## config.mk

```make
export PLATFORM = sky130hd
export DESIGN_NAME = mem_arbiter_n
export DESIGN_NICKNAME = d
export VERILOG_FILES = /design/src/rtl/arb_types.sv /design/src/rtl/arb_picker.sv /design/src/rtl/mem_arbiter_n.sv
export SDC_FILE = /design/constraint.sdc
export NUM_CORES = 1
export LEC_CHECK = 0
export ABC_AREA = 1
export CAP_MARGIN = 10
export CORE_AREA = 2 2 540 542
export CTS_CLUSTER_SIZE = 25
export DETAILED_ROUTE_END_ITERATION = 8
export DIE_AREA = 0 0 542 544
export PLACE_DENSITY_LB_ADDON = 0.3
export SLEW_MARGIN = 20
export SYNTH_ARGS = -nofsm -noshare
export SYNTH_HDL_FRONTEND = slang
export SYNTH_SLANG_ARGS = --single-unit
```

## constraint.sdc

```tcl
create_clock -name clk -period 3.53 [get_ports clk]
set_clock_uncertainty 0.15 [all_clocks]
set_input_delay 0.353 -clock clk [delete_from_list [all_inputs] [get_ports clk]]
set_output_delay 0.353 -clock clk [all_outputs]
set_load 0.01 [all_outputs]
```

## src/rtl/arb_types.sv

```systemverilog
// Shared types and default constants for the N-channel memory arbiter.
package arb_types;

  typedef enum logic {
    IDLE = 1'b0,
    BUSY = 1'b1
  } arb_state_t;

  localparam int DEF_NUM_CH = 2;
  localparam int DEF_ADDR_W = 32;
  localparam int DEF_LINE_W = 256;

  function automatic int idx_width(input int n);
    return (n > 1) ? $clog2(n) : 1;
  endfunction

endpackage

```

## src/rtl/arb_picker.sv

```systemverilog
// Combinational winner search: first set request found scanning start_i, start_i+1, ... mod NUM_CH.
module arb_picker
  import arb_types::*;
#(
  parameter int NUM_CH = DEF_NUM_CH,
  parameter int IDX_W  = idx_width(DEF_NUM_CH)
) (
  input  logic [NUM_CH-1:0] req_i,
  input  logic [IDX_W-1:0]  start_i,
  output logic [IDX_W-1:0]  idx_o,
  output logic              valid_o
);

  logic [IDX_W:0] cand;

  // Scan from the farthest offset down so the nearest requester is the last to write idx_o.
  always_comb begin
    idx_o   = '0;
    valid_o = 1'b0;
    cand    = '0;
    for (int k = NUM_CH - 1; k >= 0; k--) begin
      cand = {1'b0, start_i} + (IDX_W + 1)'(k);
      if (cand >= (IDX_W + 1)'(NUM_CH)) begin
        cand = cand - (IDX_W + 1)'(NUM_CH);
      end
      if (req_i[cand[IDX_W-1:0]]) begin
        idx_o   = cand[IDX_W-1:0];
        valid_o = 1'b1;
      end
    end
  end

endmodule

```

## src/rtl/mem_arbiter_n.sv

```systemverilog
// Arbitrates NUM_CH cache-line requesters onto one downstream memory port, one transaction at a time.
// Define ARB_ROUND_ROBIN_EN for round-robin arbitration; otherwise lowest channel index wins.
module mem_arbiter_n
  import arb_types::*;
#(
  parameter int NUM_CH = DEF_NUM_CH,
  parameter int ADDR_W = DEF_ADDR_W,
  parameter int LINE_W = DEF_LINE_W
) (
  input  logic                     clk,
  input  logic                     rst,
  input  logic [NUM_CH-1:0]        req_read,
  input  logic [NUM_CH-1:0]        req_write,
  input  logic [NUM_CH*ADDR_W-1:0] req_address,
  input  logic [NUM_CH*LINE_W-1:0] req_wdata,
  output logic [LINE_W-1:0]        req_rdata,
  output logic [NUM_CH-1:0]        req_resp,
  output logic                     mem_read,
  output logic                     mem_write,
  output logic [ADDR_W-1:0]        mem_address,
  output logic [LINE_W-1:0]        mem_wdata,
  input  logic [LINE_W-1:0]        mem_rdata,
  input  logic                     mem_resp
);

  localparam int IDX_W = idx_width(NUM_CH);

  arb_state_t        state_q, state_d;
  logic [IDX_W-1:0]  grant_q, grant_d;
  logic              write_q, write_d;
  logic [ADDR_W-1:0] addr_q, addr_d;
  logic [LINE_W-1:0] wdata_q, wdata_d;

  logic [ADDR_W-1:0] ch_addr  [NUM_CH];
  logic [LINE_W-1:0] ch_wdata [NUM_CH];
  logic [IDX_W-1:0]  start_ptr;
  logic [IDX_W-1:0]  win_idx;
  logic              win_valid;
  logic              busy;
  logic              resp_fire;

  for (genvar gi = 0; gi < NUM_CH; gi++) begin : g_unpack
    assign ch_addr[gi]  = req_address[gi*ADDR_W +: ADDR_W];
    assign ch_wdata[gi] = req_wdata[gi*LINE_W +: LINE_W];
    assign req_resp[gi] = resp_fire && (grant_q == IDX_W'(gi));
  end

  assign busy      = (state_q == BUSY);
  assign resp_fire = busy && mem_resp;

`ifdef ARB_ROUND_ROBIN_EN
  logic [IDX_W-1:0] ptr_q, ptr_d;

  assign start_ptr = ptr_q;

  always_comb begin
    ptr_d = ptr_q;
    if (resp_fire) begin
      ptr_d = (grant_q == IDX_W'(NUM_CH - 1)) ? '0 : grant_q + 1'b1;
    end
  end

  always_ff @(posedge clk) begin
    if (rst) ptr_q <= '0;
    else     ptr_q <= ptr_d;
  end
`else
  assign start_ptr = '0;
`endif

  arb_picker #(
    .NUM_CH (NUM_CH),
    .IDX_W  (IDX_W)
  ) u_picker (
    .req_i   (req_read | req_write),
    .start_i (start_ptr),
    .idx_o   (win_idx),
    .valid_o (win_valid)
  );

  // A channel raising read and write together is latched as a write.
  always_comb begin
    state_d = state_q;
    grant_d = grant_q;
    write_d = write_q;
    addr_d  = addr_q;
    wdata_d = wdata_q;
    case (state_q)
      IDLE: begin
        if (win_valid) begin
          state_d = BUSY;
          grant_d = win_idx;
          write_d = req_write[win_idx];
          addr_d  = ch_addr[win_idx];
          wdata_d = ch_wdata[win_idx];
        end
      end
      BUSY: begin
        if (mem_resp) state_d = IDLE;
      end
      default: state_d = IDLE;
    endcase
  end

  always_ff @(posedge clk) begin
    if (rst) begin
      state_q <= IDLE;
      grant_q <= '0;
      write_q <= 1'b0;
      addr_q  <= '0;
      wdata_q <= '0;
    end else begin
      state_q <= state_d;
      grant_q <= grant_d;
      write_q <= write_d;
      addr_q  <= addr_d;
      wdata_q <= wdata_d;
    end
  end

  assign mem_read    = busy && !write_q;
  assign mem_write   = busy && write_q;
  assign mem_address = addr_q;
  assign mem_wdata   = wdata_q;
  assign req_rdata   = mem_rdata;

endmodule

```

==> flow_metrics.env <==
export IMPL_h_tree_depth=2
export IMPL_drt_initial_drc_count=1426
export IMPL_worstPathMaxFanout=4
export IMPL_cp_required_ps=3030
export IMPL_slowest_delay_ps=760
export IMPL_ys_types=16
export IMPL_r2r_start="busy$_SDFF_PP0_"
export IMPL_grt_overflow=0
export IMPL_vias=19800
export IMPL_p_comb_share_pct=27.7
export IMPL_drt_pass1_iterations=5
export IMPL_dpl_hpwl_microns=126000
export IMPL_avgRoutedWirePerCell_microns=21.2
export IMPL_critPathKind="flip-flop to primary output"
export IMPL_startpoint_type="flip-flop"
export IMPL_layout_common_cells="clkdlybuf4s50_1, inv_1, nand2_1"
export IMPL_period_share_pct=72.2
export IMPL_tns_ps=0
export IMPL_clockBufferDepth=3
export IMPL_cp_arrival_ps=2050
export IMPL_antenna_found_initial=104
export IMPL_ys_ff_latch=291
export IMPL_vdd_drop_max_mv=0.290
export IMPL_p_seq_share_pct=32.0
export IMPL_clk_insertion_delay_late_ps=640
export IMPL_tightest_slew_ps=727
export IMPL_max_freq_mhz=392
export IMPL_ioPinCount=1387
export IMPL_finalNonFillerCells=7167
export IMPL_power_density_mw_per_mm2=391
export IMPL_grt_usage_pct=9.85
export IMPL_rsz0062_at_grt="no"
export IMPL_grt_pass1_vias=19100
export IMPL_cts_resized=0
export IMPL_hold_ws_ps=195
export IMPL_hold_depth=5
export IMPL_viasPerCell=2.76
export IMPL_design_area_sq_mm=0.0303
export IMPL_final_hold_violation_count=0
export IMPL_drt_wl_total_microns=152000
export IMPL_synth_cells=2782
export IMPL_p_total_w=0.0119
export IMPL_drv_slew=0
export IMPL_synthesis_area_sq_mm=0.0175
export IMPL_die_area_sq_mm=0.295
export IMPL_post_route_min_period_ps=2550
export IMPL_p_int_w=0.00795
export IMPL_path_cells="inv_1 > nor2_1 > clkdlybuf4s50_1"
export IMPL_hold_class="input pin to flip-flop"
export IMPL_ant_nets=0
export IMPL_rows=198
export IMPL_hold_end="mem_address[31]$_SDFFE_PP0P_"
export IMPL_synth_area_per_cell_sq_um=6.28
export IMPL_grt_max_degree=86
export IMPL_portBuffers=874
export IMPL_grt_pass1_wl_microns=192000
export IMPL_p_leak_nw=12.9
export IMPL_setup_viol=0
export IMPL_start_util_pct=6.04
export IMPL_worstHoldStart="req_address[31]"
export IMPL_final_common_cell="clkdlybuf4s50_1"
export IMPL_clock_root_buffer="clkbuf_16"
export IMPL_die_h_microns=544
export IMPL_die_w_microns=542
export IMPL_critPathSlowestCell="clkdlybuf4s50_1"
export IMPL_reg2regPathDepth=7
export IMPL_dp_cells=7048
export IMPL_rrSetupSlack_ps=1390
export IMPL_place_area_sq_mm=0.0287
export IMPL_cts_buffers=45
export IMPL_maxCapViolations=0
export IMPL_cts_tree="built"
export IMPL_drc=0
export IMPL_power_share_switching_pct=33.1
export IMPL_p_switching_w=0.00393
export IMPL_core_area_sq_mm=0.289
export IMPL_areaGrowthSynthToFinish_pct=73.5
export IMPL_fin_nets=4135
export IMPL_ys_seq_area_share_pct=33.3
export IMPL_synth_fp_nets=3621
export IMPL_pwr_share_clk_pct=40.3
export IMPL_final_layout_size_suffix_gt1_share_pct=3.66
export IMPL_gp_congestion=0.811
export IMPL_relSlewSlack_pct=51.4
export IMPL_r2r_end="mem_wdata[151]$_SDFFE_PP0P_"
export IMPL_numClockSinks=291
export IMPL_outcome="finished clean"
export IMPL_ys_warn_count=0
export IMPL_end_kind="primary output"
export IMPL_cts_clk_slew_worst_paths_ps=70
[per-layer routing]
metal	track usage, %	share of wire, %	routed length [microns]
met4	4.39	4.7	7140
met2	14.2	40	61200
met1	11.6	41	61900
met5	0.584	0.38	581
met3	5.82	14	21100
[worst max-delay path by stage]
stage	slack, ps	startpoint	to	cells past startpoint
floorplan	2110	req_write[1]	mem_address[10]$_SDFFE_PP0P_	9
finish	980	busy$_SDFF_PP0_	mem_read	3
global route	730	busy$_SDFF_PP0_	mem_read	3
detailed placement	710	req_read[0]	mem_wdata[151]$_SDFFE_PP0P_	9
global placement	720	req_write[0]	mem_wdata[151]$_SDFFE_PP0P_	9
CTS	710	busy$_SDFF_PP0_	mem_read	3
[critical path: cells and delay by family, from the launching register on]
| kind | cells | cell delay (ps) |
|---|---|---|
| DFF | 1 | 370 |
| and+or+nand+nor | 1 | 120 |
| buffers and inverters | 2 | 900 |
[power by group through the flow]
stage	sequential (W)	clock (W)	combinational (W)
5_1_grt	0.00384	0.00515	0.00358
2_1_floorplan	0.00397	0	0.00138
6_report	0.00380	0.00479	0.00329
3_3_place_gp	0.00386	0	0.00334
4_1_cts	0.00380	0.00508	0.00336
3_5_place_dp	0.00387	0	0.00334
[cell type report]
type / instances / area [sq um]
sequential: 291 / 5830
tap: 3800 / 4750
antenna: 34 / 85.1
clock inverter: 15 / 128
fill: 33800 / 259000
inverter: 585 / 2210
multi-input combinational: 1460 / 6620
timing repair buffer: 913 / 9310
clock buffer: 69 / 1410
[cells by family (layout without fill, tap and decap cells)]
kind of cell	Yosys count	in the layout	synth area share, %
flip-flops	291	291	33.3
buffers and inverters	1031	1582	29.0
AO/OA/AOI/OAI	290	290	8.32
other	0	34	0
AND/OR/NAND/NOR	1170	1170	29.3
[synth_stat cells]
master    number  area share (%)
dfxtp_1      291              33
buf_4        267              11
nor2_4         1           0.064
buf_6          5            0.32
nand3_1      577              17
buf_2        130             3.7
inv_1        584              13
inv_4          1           0.036
nand2_1      582              12
a21oi_1      289             8.3
o211ai_1       1           0.043
nor3_1         1           0.029
nand2_2        3            0.11
buf_1         13            0.28
clkbuf_1      31            0.67
nor2_1         6            0.13
[sequential cells by signal, indices dropped and copies added, names as in the netlist]
register and count:
busy 1, grant_q 1, mem_address 32, mem_wdata 256, write_q 1
[per-stage QoR]
stage / worst slack (ps) / utilization (%)
after detailed placement: 705 / 9.92
after CTS: 710 / 10.5
after floorplan: 2110 / -
after global routing: 732 / 10.5
final: 981 / 10.5
after global placement: 722 / 9.92
[timing repair]
item | CTS | global route
endpoints found under the hold margin | 17 | 0
buffers inserted | 0 | 0
endpoints found under the setup margin | 0 | 0
hold buffers | 1 | 0
(Power assumes the default switching activity.)
